$ cat src/rtl/amdc_ecs_trigger_sched.sv
// amdc_ecs_trigger_sched: schedules ADC conversions from PWM carrier peak/valley
// pulses or a software trigger, with decimation, and collects the SPI results.
// Each accepted event becomes a one-cycle spi_trigger pulse in the following cycle.
// An event that arrives while a conversion is in flight, or while the SPI master
// reports busy, is dropped and counted in overrun_cnt.
// Ports:
//   clk, rst            : clock and asynchronous active-high reset
//   en, trig_sel        : master enable and per-carrier event enables
//   carrier_high/low    : carrier peak/valley pulses
//   sw_trig             : software trigger pulse
//   decim               : a conversion is issued on every (decim+1)th eligible event
//   spi_trigger         : start pulse to the SPI master
//   spi_done            : SPI master done level (low while busy)
//   spi_data_x/y        : SPI master result registers
//   data_x/y, data_valid: last good sample and its one-cycle update strobe
//   sample_cnt          : completed samples (wraps)
//   overrun_cnt         : dropped events (saturates)
//   timeout, timeout_clr: sticky wait-abort flag and its clear
//   busy                : high whenever a conversion is in flight
module amdc_ecs_trigger_sched #(
  parameter int TIMEOUT_CYCLES = 4096
) (
  input  logic        clk,
  input  logic        rst,
  input  logic        en,
  input  logic [1:0]  trig_sel,
  input  logic        carrier_high,
  input  logic        carrier_low,
  input  logic        sw_trig,
  input  logic [7:0]  decim,
  output logic        spi_trigger,
  input  logic        spi_done,
  input  logic [17:0] spi_data_x,
  input  logic [17:0] spi_data_y,
  output logic [17:0] data_x,
  output logic [17:0] data_y,
  output logic        data_valid,
  output logic [15:0] sample_cnt,
  output logic [15:0] overrun_cnt,
  output logic        timeout,
  input  logic        timeout_clr,
  output logic        busy
);

  // The timer only needs to count up to TIMEOUT_CYCLES-1.
  localparam int            TW    = (TIMEOUT_CYCLES > 2) ? $clog2(TIMEOUT_CYCLES) : 1;
  localparam logic [TW-1:0] TLAST = TW'(TIMEOUT_CYCLES - 1);

  typedef enum logic [2:0] {
    S_IDLE,
    S_ISSUE,
    S_WAIT_ACK,
    S_WAIT_DONE,
    S_LATCH
  } state_t;

  state_t        r_state;
  state_t        w_next;
  logic [7:0]    r_dec_cnt;
  logic [TW-1:0] r_timer;
  logic          r_spi_trigger;
  logic [17:0]   r_data_x;
  logic [17:0]   r_data_y;
  logic          r_data_valid;
  logic [15:0]   r_sample_cnt;
  logic [15:0]   r_overrun_cnt;
  logic          r_timeout;

  logic w_evt;
  logic w_take;
  logic w_fire;
  logic w_overrun;
  logic w_wait_exp;
  logic w_tmo;

  // Simultaneous sources collapse into a single event.
  assign w_evt = en & ((carrier_high & trig_sel[0]) |
                       (carrier_low  & trig_sel[1]) |
                       sw_trig);

  // Events are only usable in IDLE with the SPI master ready; anything else is dropped.
  assign w_take    = w_evt & (r_state == S_IDLE) & spi_done;
  assign w_overrun = w_evt & ~((r_state == S_IDLE) & spi_done);

  // '>=' rather than '==' so that lowering decim below the running count
  // issues on the next event instead of waiting for the 8-bit counter to wrap.
  assign w_fire     = w_take & (r_dec_cnt >= decim);
  assign w_wait_exp = (r_timer == TLAST);

  always_comb begin
    w_next = r_state;
    w_tmo  = 1'b0;
    case (r_state)
      S_IDLE: begin
        if (w_fire) begin
          w_next = S_ISSUE;
        end
      end
      S_ISSUE: begin
        w_next = S_WAIT_ACK;
      end
      S_WAIT_ACK: begin
        if (!spi_done) begin
          w_next = S_WAIT_DONE;
        end else if (w_wait_exp) begin
          w_next = S_IDLE;
          w_tmo  = 1'b1;
        end
      end
      S_WAIT_DONE: begin
        if (spi_done) begin
          w_next = S_LATCH;
        end else if (w_wait_exp) begin
          w_next = S_IDLE;
          w_tmo  = 1'b1;
        end
      end
      S_LATCH: begin
        w_next = S_IDLE;
      end
      default: begin
        w_next = S_IDLE;
      end
    endcase
  end

  always_ff @(posedge clk or posedge rst) begin
    if (rst) begin
      r_state <= S_IDLE;
    end else begin
      r_state <= w_next;
    end
  end

  // Wait timer: any state change (including entry to either wait state) restarts it.
  always_ff @(posedge clk or posedge rst) begin
    if (rst) begin
      r_timer <= '0;
    end else if (w_next != r_state) begin
      r_timer <= '0;
    end else if ((r_state == S_WAIT_ACK) || (r_state == S_WAIT_DONE)) begin
      r_timer <= r_timer + TW'(1);
    end
  end

  always_ff @(posedge clk or posedge rst) begin
    if (rst) begin
      r_dec_cnt <= 8'd0;
    end else if (w_take) begin
      r_dec_cnt <= w_fire ? 8'd0 : (r_dec_cnt + 8'd1);
    end
  end

  // Strobes are registered on entry so they are high exactly while the FSM
  // sits in ISSUE / LATCH, and the captured data is visible with data_valid.
  always_ff @(posedge clk or posedge rst) begin
    if (rst) begin
      r_spi_trigger <= 1'b0;
      r_data_valid  <= 1'b0;
      r_data_x      <= 18'd0;
      r_data_y      <= 18'd0;
      r_sample_cnt  <= 16'd0;
    end else begin
      r_spi_trigger <= (w_next == S_ISSUE);
      r_data_valid  <= (w_next == S_LATCH);
      if (w_next == S_LATCH) begin
        r_data_x     <= spi_data_x;
        r_data_y     <= spi_data_y;
        r_sample_cnt <= r_sample_cnt + 16'd1;
      end
    end
  end

  always_ff @(posedge clk or posedge rst) begin
    if (rst) begin
      r_overrun_cnt <= 16'd0;
    end else if (w_overrun && (r_overrun_cnt != 16'hFFFF)) begin
      r_overrun_cnt <= r_overrun_cnt + 16'd1;
    end
  end

  // A new abort outranks a simultaneous clear.
  always_ff @(posedge clk or posedge rst) begin
    if (rst) begin
      r_timeout <= 1'b0;
    end else if (w_tmo) begin
      r_timeout <= 1'b1;
    end else if (timeout_clr) begin
      r_timeout <= 1'b0;
    end
  end

  assign spi_trigger = r_spi_trigger;
  assign data_x      = r_data_x;
  assign data_y      = r_data_y;
  assign data_valid  = r_data_valid;
  assign sample_cnt  = r_sample_cnt;
  assign overrun_cnt = r_overrun_cnt;
  assign timeout     = r_timeout;
  assign busy        = (r_state != S_IDLE);

endmodule

$ cat config.mk
export PLATFORM = sky130hd
export DESIGN_NAME = amdc_ecs_trigger_sched
export DESIGN_NICKNAME = d
export VERILOG_FILES = /design/src/rtl/amdc_ecs_trigger_sched.sv
export SDC_FILE = /design/constraint.sdc
export NUM_CORES = 1
export LEC_CHECK = 0
export ABC_AREA = 1
export ABC_CLOCK_PERIOD_IN_PS = 9600
export BUFFER_PORTS_ARGS = -buffer_cell sky130_fd_sc_hd__buf_2
export CAP_MARGIN = 20
export CORE_UTILIZATION = 56
export CTS_BUF_LIST = sky130_fd_sc_hd__clkbuf_16
export CTS_CLUSTER_SIZE = 30
export DETAILED_ROUTE_END_ITERATION = 10
export PLACE_DENSITY = 0.85
export SYNTH_ARGS = -nofsm -noshare
export SYNTH_HDL_FRONTEND = slang
export SYNTH_SLANG_ARGS = --single-unit
$ cat constraint.sdc
create_clock -name clk -period 9.6 [get_ports clk]
set_input_delay 1.92 -clock clk [delete_from_list [all_inputs] [get_ports clk]]
set_output_delay 1.92 -clock clk [all_outputs]
set_load 0.005 [all_outputs]
==> results of run 1 <==
[cells in the mapped netlist, drive strengths merged]
cell type	instances
xor2	22
mux2i	1
clkbuf	6
ha	12
nand4	12
o32ai	1
inv	47
nand2	185
nor4	1
nand3	21
buf	4
mux2	1
o21ai	6
a21oi	12
dfrtp	94
o21a	1
xnor2	13
nor3	8
o31ai	1
nand3b	1
and3	1
nor2	54
[area by class of cell]
class / instances / area, um2
tap: 99 / 124
multi-input combinational: 353 / 1820
clock buffer: 9 / 225
sequential: 94 / 2350
clock inverter: 6 / 86.3
inverter: 47 / 178
fill: 544 / 1980
timing repair buffer: 127 / 641
[per-stage QoR]
| stage | total power [uW] | area [um2] | cells |
|---|---|---|---|
| 5_1_grt | 1380 | 5430 | 735 |
| 3_5_place_dp | 933 | 5120 | 720 |
| 2_1_floorplan | 778 | 4400 | 504 |
| 3_3_place_gp | 912 | 5120 | 720 |
| 4_1_cts | 1310 | 5430 | 735 |
| 6_report | 1300 | 5430 | 735 |
[metal layers]
layer  vias to the layer above  GRT usage (%)  wire length (um)
li1                       1822              -                 -
met1                      1750           31.1              4050
met2                       112           42.9              4870
met3                        11           5.39               520
met4                         0           8.74               123
met5                         -              0                 0
[worst paths after layout]
kind / start / endpoint / slack, ps / depth (start not counted)
max: spi_done / r_timer[6]$_DFFE_PP0P_ / 6350 / 8
min: sample_cnt[15]$_DFFE_PP0P_ / sample_cnt[15]$_DFFE_PP0P_ / 470 / 1
max reg2reg: overrun_cnt[0]$_DFFE_PP0P_ / overrun_cnt[11]$_DFFE_PP0P_ / 7530 / 9
min reg2reg: sample_cnt[15]$_DFFE_PP0P_ / sample_cnt[15]$_DFFE_PP0P_ / 470 / 1
max in group asynchronous: rst / sample_cnt[7]$_DFFE_PP0P_ / 6870 / 3
min in group asynchronous: rst / data_valid$_DFF_PP0_ / 1530 / 2
[critical path, delay by kind of cell]
kind | cells | cell delay, ps
buf+inv | 3 | 500
simple gates | 5 | 1060
[kinds of logic (layout without fill, tap and decap cells)]
family,count (synthesis),in the layout,share of synthesized area [%]
muxes,2,2,0.568
AOI/OAI and AO/OA,21,21,2.59
and+or+nand+nor,283,283,27.9
DFF,94,94,53.4
adders and majority gates,12,12,3.41
xor gates and xnor gates,35,35,6.96
buffers and inverters,57,189,5.17
[flip-flops by register name (all words and copies together), names as in the netlist]
register / cells
timeout: 1
sample_cnt: 16
data_x: 18
data_y: 18
data_valid: 1
r_dec_cnt: 8
r_state: 3
spi_trigger: 1
overrun_cnt: 16
r_timer: 12
[power groups by stage]
stage / clock network (uW) / logic, uW / registers, uW
after floorplan: 0 / 193 / 585
after global placement: 0 / 327 / 585
after detailed placement: 0 / 347 / 586
after CTS: 377 / 348 / 585
after global routing: 391 / 393 / 599
final: 371 / 343 / 585
==> implementation parameters, run 1 <==
Parameter                              Value

Final layout
  Share of the core filled with cells in the final layout    73.3%
  Commonest cells after routing, fill and taps aside    sky130_fd_sc_hd__nand2_1, sky130_fd_sc_hd__buf_2, sky130_fd_sc_hd__dfrtp_1
  Most common cell after layout, fill and taps aside    sky130_fd_sc_hd__nand2_1
  Relative area change from synthesis to final layout    23.3%
  Share of layout cells above drive strength 1    25.2%
  Number of nets in the layout    698
  Antenna Diode Count    0

Timing
  Final Slew Violations    0
  PnR worst setup slack    6350 ps
  Fin crit share    33.9%
  Unrepaired setup endpoints after global routing    false
  Clock Skew    6.03 ps
  Highest clock rate    0.308 GHz
  Total of endpoints with negative setup slack in the final report    0
  Worst hold slack after final layout    468 ps
  Total Neg Setup Slack    0 ps
  Final critical-path required period    3250 ps
  Final Hold Fails    0
  Headroom to the max-slew limit    40.5%
  Worst Tran Pin Value    892 ps

GRT
  Tot GR Track Use    25.0%
  Vias in the first global route    3706
  Number of antenna violations at the first check in global routing    0
  Largest net degree at the start of global routing    76
  Global-route wire length before repair    16500 um
  Leftover overflow at the end of global routing    0

Routing
  DRT iter0 DRCs    183
  Number of iterations in the first detailed-routing pass    4
  Via count    3695
  Post-route antenna net violation count    0
  Routed wire length per instance    13.0 um
  Ratio of routed vias to standard cells    5.03
  Detailed-route wire length    9560 um
  DRC violations left    0

Synthesis
  Count of warnings emitted by yosys    0
  Post-synthesis cell type count    34
  Synth Register Bits    94
  Synthesized net count    570
  Synthesized area per cell    8.73 um2
  Gate count of the mapped netlist    504
  Cell taking the most area after synthesis    sky130_fd_sc_hd__dfrtp_1
  Cell area after technology mapping    4400 um2
  Share of the yosys chip area belonging to registers    53.4%
  Area contributors post-synth    sky130_fd_sc_hd__dfrtp_1, sky130_fd_sc_hd__nand2_1, sky130_fd_sc_hd__xor2_1
  Synth top area share    53.4%

Clocking
  Maximum buffer depth of the clock tree    2
  Clock tree from TritonCTS    done
  CTS H-tree lvls    3
  TritonCTS sink count    94
  Clock latency of the later-clocked register in the worst-skew pair    330 ps
  Count of hold-fix buffers inserted at cts    0
  Post-CTS Resized    0
  Post-CTS Setup Inserts    0
  Number of buffers added by the clock tree synthesis step    9
  Clock-pin slew on the worst setup and hold paths    60 ps
  Clock tree root buffer cell    sky130_fd_sc_hd__clkbuf_16

Worst setup path
  Startpoint Class    input pin
  CP Data Arrival Time    3500 ps
  Endpoint class of the critical path    flop
  CP most frequent cell    sky130_fd_sc_hd__inv_1
  Cell with the largest stage delay on the worst path    sky130_fd_sc_hd__nand2_4
  Max Fanout on Critical Path    44
  Classification of the worst setup path    in -> reg
  Delay of the slowest cell on the worst path    360 ps
  Data required time at the worst endpoint    9850 ps
  Critical path, cell by cell    buf_2 > nand2_1 > inv_1 > nand2_4 > inv_1 > nor3_1 > nand3_2 > nor2_1

Placed design
  Pre-CTS setup slack    5960 ps
  Count of buffers inserted at the top-level ports    125
  Half-perimeter wire length after detailed placement    6850 um
  Routability-driven placement congestion ratio    0.818

Power and ir drop
  Net switching fraction of the power    31.9%
  Areal power density over the cells    239 nW/um2
  Sequential cell fraction of total power    45.1%
  Clock share of power    28.5%
  Net switching power figure    414 uW
  Design internal power    885 uW
  Leakage power of the design    0.00310 uW
  Maximum VDD drop    0.129 mV
  Relative contribution of combinational cells to total power    26.4%

Floorplan
  Initial standard-cell utilization of the core    59.4%
  Total I/O pin count    126
  FP Rows    31
  Core Region    7410 um2
  Die Footprint    8220 um2
  Die width    90.7 um
  Die Y    90.7 um

Run
  Max Cap Viol    0

Worst hold path
  Hold Path Class    reg -> reg

Outcome
  Result of the run    finished clean
(Power assumes the default switching activity.)
==> run 2: changes to the inputs <==
==> config.mk (replaced) <==
export PLATFORM = sky130hd
export DESIGN_NAME = amdc_ecs_trigger_sched
export DESIGN_NICKNAME = d
export VERILOG_FILES = /design/src/rtl/amdc_ecs_trigger_sched.sv
export SDC_FILE = /design/constraint.sdc
export NUM_CORES = 1
export LEC_CHECK = 0
export ABC_AREA = 0
export ABC_CLOCK_PERIOD_IN_PS = 2750
export BUFFER_PORTS_ARGS = -buffer_cell sky130_fd_sc_hd__buf_2
export CAP_MARGIN = 20
export CORE_UTILIZATION = 47
export CTS_BUF_LIST = sky130_fd_sc_hd__clkbuf_16
export CTS_CLUSTER_SIZE = 30
export DETAILED_ROUTE_END_ITERATION = 10
export PLACE_DENSITY = 0.76
export SYNTH_ARGS = -nofsm -noshare
export SYNTH_HDL_FRONTEND = slang
export SYNTH_SLANG_ARGS = --single-unit
==> constraint.sdc (replaced) <==
create_clock -name clk -period 2.75 [get_ports clk]
set_input_delay 0.55 -clock clk [delete_from_list [all_inputs] [get_ports clk]]
set_output_delay 0.55 -clock clk [all_outputs]
set_load 0.005 [all_outputs]
==> implementation parameters, run 2 <==
Parameter                              Value

Timing
  Fin crit share    79.7%
  Worst Tran Pin Value    693 ps
  Total Neg Setup Slack    0 ps
  Final Hold Fails    0
  Total of endpoints with negative setup slack in the final report    0
  Headroom to the max-slew limit    53.8%
  Final critical-path required period    2190 ps
  Final Slew Violations    0
  Highest clock rate    0.456 GHz
  Unrepaired setup endpoints after global routing    false
  Clock Skew    13.8 ps

Synthesis
  Post-synthesis cell type count    43
  Cell types with the highest counts after synthesis    sky130_fd_sc_hd__dfrtp_1, sky130_fd_sc_hd__mux2_2, sky130_fd_sc_hd__nor2_1
  Number of flops mapped to enable cells by yosys    0
  Share of synthesized registers carrying an async set or reset    100%
  Leading register cell type out of synthesis    sky130_fd_sc_hd__dfrtp_1
  Synthesized area per cell    11.8 um2
  Synth Register Bits    94
  Cell taking the most area after synthesis    sky130_fd_sc_hd__dfrtp_1
  Gate count of the mapped netlist    367
  Synthesized net count    433
  Share of the yosys chip area belonging to registers    54.3%
  Synth top area share    54.3%
  Top-count cell post-synth    sky130_fd_sc_hd__dfrtp_1
  Count of warnings emitted by yosys    0
  Area contributors post-synth    sky130_fd_sc_hd__dfrtp_1, sky130_fd_sc_hd__mux2_2, sky130_fd_sc_hd__xnor2_1
  Cell area after technology mapping    4330 um2

Power and ir drop
  Areal power density over the cells    863 nW/um2
  Sequential cell fraction of total power    45.4%
  Relative contribution of combinational cells to total power    28.7%
  Net switching fraction of the power    31.6%
  Clock share of power    25.8%
  Maximum VDD drop    0.469 mV
  Net switching power figure    1460 uW
  Design internal power    3150 uW
  Leakage power of the design    0.00268 uW

Routing
  Detailed-route wire length    8660 um
  Post-route antenna net violation count    0
  Number of iterations in the first detailed-routing pass    8
  DRC violations left    10
  Ratio of routed vias to standard cells    5.19
  Via count    3158
  Routed wire length per instance    14.2 um
  DRT iter0 DRCs    158

Clocking
  Clock latency of the later-clocked register in the worst-skew pair    340 ps
  Number of buffers added by the clock tree synthesis step    9
  Clock-pin slew on the worst setup and hold paths    80 ps
  Maximum buffer depth of the clock tree    2
  TritonCTS sink count    94
  Clock tree from TritonCTS    done
  Clock tree root buffer cell    sky130_fd_sc_hd__clkbuf_16
  Count of hold-fix buffers inserted at cts    0
  Post-CTS Setup Inserts    0
  CTS H-tree lvls    3
  Post-CTS Resized    0

Final layout
  Relative area change from synthesis to final layout    23.3%
  Number of nets in the layout    561
  Commonest cells after routing, fill and taps aside    sky130_fd_sc_hd__buf_2, sky130_fd_sc_hd__dfrtp_1, sky130_fd_sc_hd__mux2_2
  Antenna Diode Count    0
  Number of filler cells placed in the layout    722
  Final instance count without filler cells    608
  Share of layout cells above drive strength 1    39.0%
  Most common cell after layout, fill and taps aside    sky130_fd_sc_hd__buf_2

GRT
  Global-route wire length before repair    14700 um
  Leftover overflow at the end of global routing    0
  Largest net degree at the start of global routing    56
  Tot GR Track Use    19.2%
  Vias in the first global route    3112
  Number of antenna violations at the first check in global routing    0

Worst setup path
  CP Data Arrival Time    2410 ps
  Startpoint Class    flop
  Delay of the slowest cell on the worst path    500 ps
  Critical path, cell by cell    nor3_1 > nand4_1 > o221ai_1 > buf_4 > nor2_1
  Classification of the worst setup path    reg -> reg
  Data required time at the worst endpoint    2970 ps
  Max Fanout on Critical Path    12
  Cell with the largest stage delay on the worst path    sky130_fd_sc_hd__dfrtp_1
  Endpoint class of the critical path    flop

Floorplan
  Core Region    8810 um2
  Die Footprint    9600 um2
  Initial standard-cell utilization of the core    49.2%
  Total I/O pin count    126
  FP Rows    34
  Die Y    98.0 um
  Die width    98.0 um

Placed design
  Count of buffers inserted at the top-level ports    125
  Number of placed instances with taps included    592
  Routability-driven placement congestion ratio    0.823
  Half-perimeter wire length after detailed placement    6320 um

Run
  Max Cap Viol    0

Worst hold path
  Hold Path Class    in -> async

Outcome
  Failing checks    DRC
  Result of the run    finished, violations left
==> run 2: through the flow <==
step	hold slack [ps]	setup WS (ps)	power [uW]	util, %	cell area [um2]
after floorplan	468	745	2900	-	4330
after global placement	460	589	3380	57.4	5050
after detailed placement	468	516	3450	57.4	5050
after CTS	359	578	4660	60.6	5340
after global routing	396	413	4920	60.6	5340
final	348	558	4610	60.6	5340
==> run 2: cells by family after synthesis <==
| family | Yosys count | share of synthesized area [%] |
|---|---|---|
| flops | 94 | 54.3 |
| compound gates | 27 | 4.45 |
| buf+inv | 25 | 2.92 |
| simple gates | 125 | 15.3 |
| xor+xnor | 41 | 8.29 |
| fa+ha+maj | 13 | 3.70 |
| mux | 42 | 11.0 |
==> run 2: power by group through the flow <==
stage / logic [uW] / clock network, uW / registers (uW)
finish: 1320 / 1190 / 2090
global route: 1470 / 1290 / 2160
CTS: 1340 / 1220 / 2090
detailed placement: 1340 / 0 / 2110
global placement: 1290 / 0 / 2090
floorplan: 808 / 0 / 2090
==> run 2: metal layers <==
metal | GRT usage, % | vias to the layer above | share of wire, %
li1 | - | 1543 | -
met1 | 24.6 | 1508 | 44
met2 | 32.3 | 94 | 50
met3 | 3.29 | 13 | 4.7
met4 | 7.93 | 0 | 1.9
met5 | 0 | - | 0
==> run 2: final timing paths <==
path                                                  from                    endpoint  slack, ps  depth (start not counted)
worst max-delay path                  r_state[0]$_DFF_PP0_      r_timer[7]$_DFFE_PP0P_        560                          5
min in group clk                               timeout_clr         timeout$_DFFE_PP0P_        400                          2
worst min register to register  sample_cnt[15]$_DFFE_PP0P_  sample_cnt[15]$_DFFE_PP0P_        470                          1
max in group asynchronous                              rst   sample_cnt[0]$_DFFE_PP0P_       1840                          3
worst min-delay path                                   rst       data_y[9]$_DFFE_PP0P_        350                          3
worst max register to register        r_state[0]$_DFF_PP0_      r_timer[7]$_DFFE_PP0P_        560                          5
==> run 2: layout make-up <==
| type | instances | area [um2] | share of cell area [%] |
|---|---|---|---|
| Multi-Input combinational cell | 248 | 1850 | 34.7 |
| Clock buffer | 9 | 225 | 4.22 |
| Timing Repair Buffer | 130 | 663 | 12.4 |
| Tap cell | 108 | 135 | 2.53 |
| Clock inverter | 7 | 62.6 | 1.17 |
| Sequential cell | 94 | 2350 | 44.1 |
| Inverter | 12 | 48.8 | 0.914 |
==> run 2: worst max-delay path: cells and delay by family, from the launching register on <==
kind / cells / cell delay [ps]
flip-flops: 1 / 500
buffers and inverters: 1 / 230
AND/OR/NAND/NOR: 3 / 970
AO/OA/AOI/OAI: 1 / 370
==> run 3: changes to the inputs <==
--- a/config.mk
+++ b/config.mk
@@ -6,7 +6,7 @@
 export NUM_CORES = 1
 export LEC_CHECK = 0
 export ABC_AREA = 0
-export ABC_CLOCK_PERIOD_IN_PS = 2750
+export ABC_CLOCK_PERIOD_IN_PS = 2000
 export BUFFER_PORTS_ARGS = -buffer_cell sky130_fd_sc_hd__buf_2
 export CAP_MARGIN = 20
 export CORE_UTILIZATION = 47
==> constraint.sdc (replaced) <==
create_clock -name clk -period 2 [get_ports clk]
set_input_delay 0.4 -clock clk [delete_from_list [all_inputs] [get_ports clk]]
set_output_delay 0.4 -clock clk [all_outputs]
set_load 0.005 [all_outputs]
==> implementation parameters, run 3 (synthesis gave the netlist of run 2 again) <==
Parameter                              Value

Outcome
  Result of the run    finished, violations left
  Failing checks    DRC

Worst hold path
  Hold Path Class    in -> async

Worst setup path
  Endpoint class of the critical path    flop
  CP Data Arrival Time    2200 ps
  Cell with the largest stage delay on the worst path    sky130_fd_sc_hd__dfrtp_1
  Max Fanout on Critical Path    6
  Startpoint Class    flop
  CP most frequent cell    sky130_fd_sc_hd__a21o_1
  Delay of the slowest cell on the worst path    430 ps
  Critical path, cell by cell    ha_1 > a21o_1 > a221o_1 > a21o_1 > o21ai_0 > a22o_1
  Data required time at the worst endpoint    2270 ps
  Classification of the worst setup path    reg -> reg

Timing
  Highest clock rate    0.518 GHz
  Worst hold slack after final layout    171 ps
  PnR worst setup slack    70.4 ps
  Worst Tran Pin Value    505 ps
  Total of endpoints with negative setup slack in the final report    0
  Headroom to the max-slew limit    66.3%
  Unrepaired setup endpoints after global routing    false
  Final Hold Fails    0
  Fin crit share    96.5%
  Clock Skew    7.88 ps
  Final Slew Violations    0
  Final critical-path required period    1930 ps

Floorplan
  Die width    98.0 um
  Die Y    98.0 um
  Total I/O pin count    126
  Initial standard-cell utilization of the core    49.2%
  Core Region    8810 um2
  FP Rows    34
  Die Footprint    9600 um2

Clocking
  Clock latency of the later-clocked register in the worst-skew pair    330 ps
  Maximum buffer depth of the clock tree    2
  Clock tree root buffer cell    sky130_fd_sc_hd__clkbuf_16
  Count of hold-fix buffers inserted at cts    0
  Clock tree from TritonCTS    done
  TritonCTS sink count    94
  CTS H-tree lvls    3
  Clock-pin slew on the worst setup and hold paths    70 ps
  Number of buffers added by the clock tree synthesis step    9

Power and ir drop
  Areal power density over the cells    1170 nW/um2
  Sequential cell fraction of total power    44.9%
  Net switching power figure    1980 uW
  Leakage power of the design    0.00274 uW
  Clock share of power    25.6%
  Relative contribution of combinational cells to total power    29.5%
  Design internal power    4380 uW
  Maximum VDD drop    0.481 mV
  Net switching fraction of the power    31.2%

Final layout
  Share of layout cells above drive strength 1    40.6%
  Final non-filler cell area    5430 um2
  Most common cell after layout, fill and taps aside    sky130_fd_sc_hd__buf_2
  Commonest cells after routing, fill and taps aside    sky130_fd_sc_hd__buf_2, sky130_fd_sc_hd__dfrtp_1, sky130_fd_sc_hd__mux2_2
  Number of nets in the layout    571
  Relative area change from synthesis to final layout    25.5%
  Antenna Diode Count    0
  Share of the core filled with cells in the final layout    61.7%
  Final instance count without filler cells    618

Placed design
  Half-perimeter wire length after detailed placement    6300 um
  Count of buffers inserted at the top-level ports    125
  Routability-driven placement congestion ratio    0.815
  Pre-CTS setup slack    -59.9 ps
  Placed cell area    5120 um2
  Number of placed instances with taps included    600

GRT
  Global-route wire length before repair    14300 um
  Tot GR Track Use    18.5%
  Leftover overflow at the end of global routing    0
  Largest net degree at the start of global routing    95
  Vias in the first global route    3110
  Number of antenna violations at the first check in global routing    0

Routing
  Via count    3210
  DRT iter0 DRCs    111
  Ratio of routed vias to standard cells    5.19
  DRC violations left    10
  Number of iterations in the first detailed-routing pass    8
  Post-route antenna net violation count    0
  Detailed-route wire length    8590 um
  Routed wire length per instance    13.9 um

Run
  Max Cap Viol    0
run 3: cell count changes in the layout (fill, tap and decap cells not counted):
cell and delta:
sky130_fd_sc_hd__a21oi_1 -1, sky130_fd_sc_hd__inv_6 +2, sky130_fd_sc_hd__buf_4 +9, sky130_fd_sc_hd__inv_8 -1
sky130_fd_sc_hd__nor2_2 +1, sky130_fd_sc_hd__clkinvlp_4 -1, sky130_fd_sc_hd__nor2_1 -1, sky130_fd_sc_hd__a21oi_2 +1
sky130_fd_sc_hd__buf_12 +1
run 3: power groups by stage:
stage / clock (uW) / sequential, uW / combinational [uW]
finish: 1630 / 2860 / 1870
global route: 1740 / 2940 / 2080
CTS: 1670 / 2860 / 1900
detailed placement: 0 / 2890 / 1900
global placement: 0 / 2860 / 1830
floorplan: 0 / 2870 / 1110
run 3: routing by layer:
| layer | global-route usage [%] | routed length, um | vias to the layer above |
|---|---|---|---|
| li1 | - | - | 1558 |
| met1 | 23.6 | 3730 | 1550 |
| met2 | 32.0 | 4340 | 90 |
| met3 | 2.86 | 398 | 12 |
| met4 | 6.53 | 120 | 0 |
| met5 | 0 | 0 | - |
run 3: final cells by class:
type                            instances  area, um2
Fill cell                             735       3370
Sequential cell                        94       2350
Multi-Input combinational cell        248       1860
Timing Repair Buffer                  140        751
Clock buffer                            9        225
Tap cell                              108        135
Clock inverter                          7       61.3
Inverter                               12       48.8
run 3: critical path: cells and delay by family, from the launching register on:
kind / cells / cell delay, ps
AO/OA/AOI/OAI: 5 / 1130
adder cells (fa/ha/maj): 1 / 310
flip-flops: 1 / 430
run 3: timing repair:
action | 4_1_cts | 5_1_grt
gates resized for setup | 0 | 2
setup endpoints to repair | 0 | 17
setup buffers | 0 | 2
run 3: path summary, 6_finish.rpt:
kind / from / to / slack (ps) / depth (start not counted)
min in group clk: timeout_clr / timeout$_DFFE_PP0P_ / 260 / 2
worst max register to register: r_dec_cnt[4]$_DFFE_PP0P_ / r_dec_cnt[2]$_DFFE_PP0P_ / 70 / 6
worst min-delay path: rst / data_x[6]$_DFFE_PP0P_ / 170 / 3
worst min register to register: sample_cnt[7]$_DFFE_PP0P_ / sample_cnt[7]$_DFFE_PP0P_ / 480 / 1
worst max-delay path: r_dec_cnt[4]$_DFFE_PP0P_ / r_dec_cnt[2]$_DFFE_PP0P_ / 70 / 6
max in group asynchronous: rst / data_x[3]$_DFFE_PP0P_ / 1420 / 3
run 3: per-stage QoR:
step | total power (uW) | setup TNS [ps]
2_1_floorplan | 3980 | 0
3_3_place_gp | 4690 | 0
3_5_place_dp | 4790 | -465
4_1_cts | 6430 | 0
5_1_grt | 6770 | 0
6_report | 6360 | 0
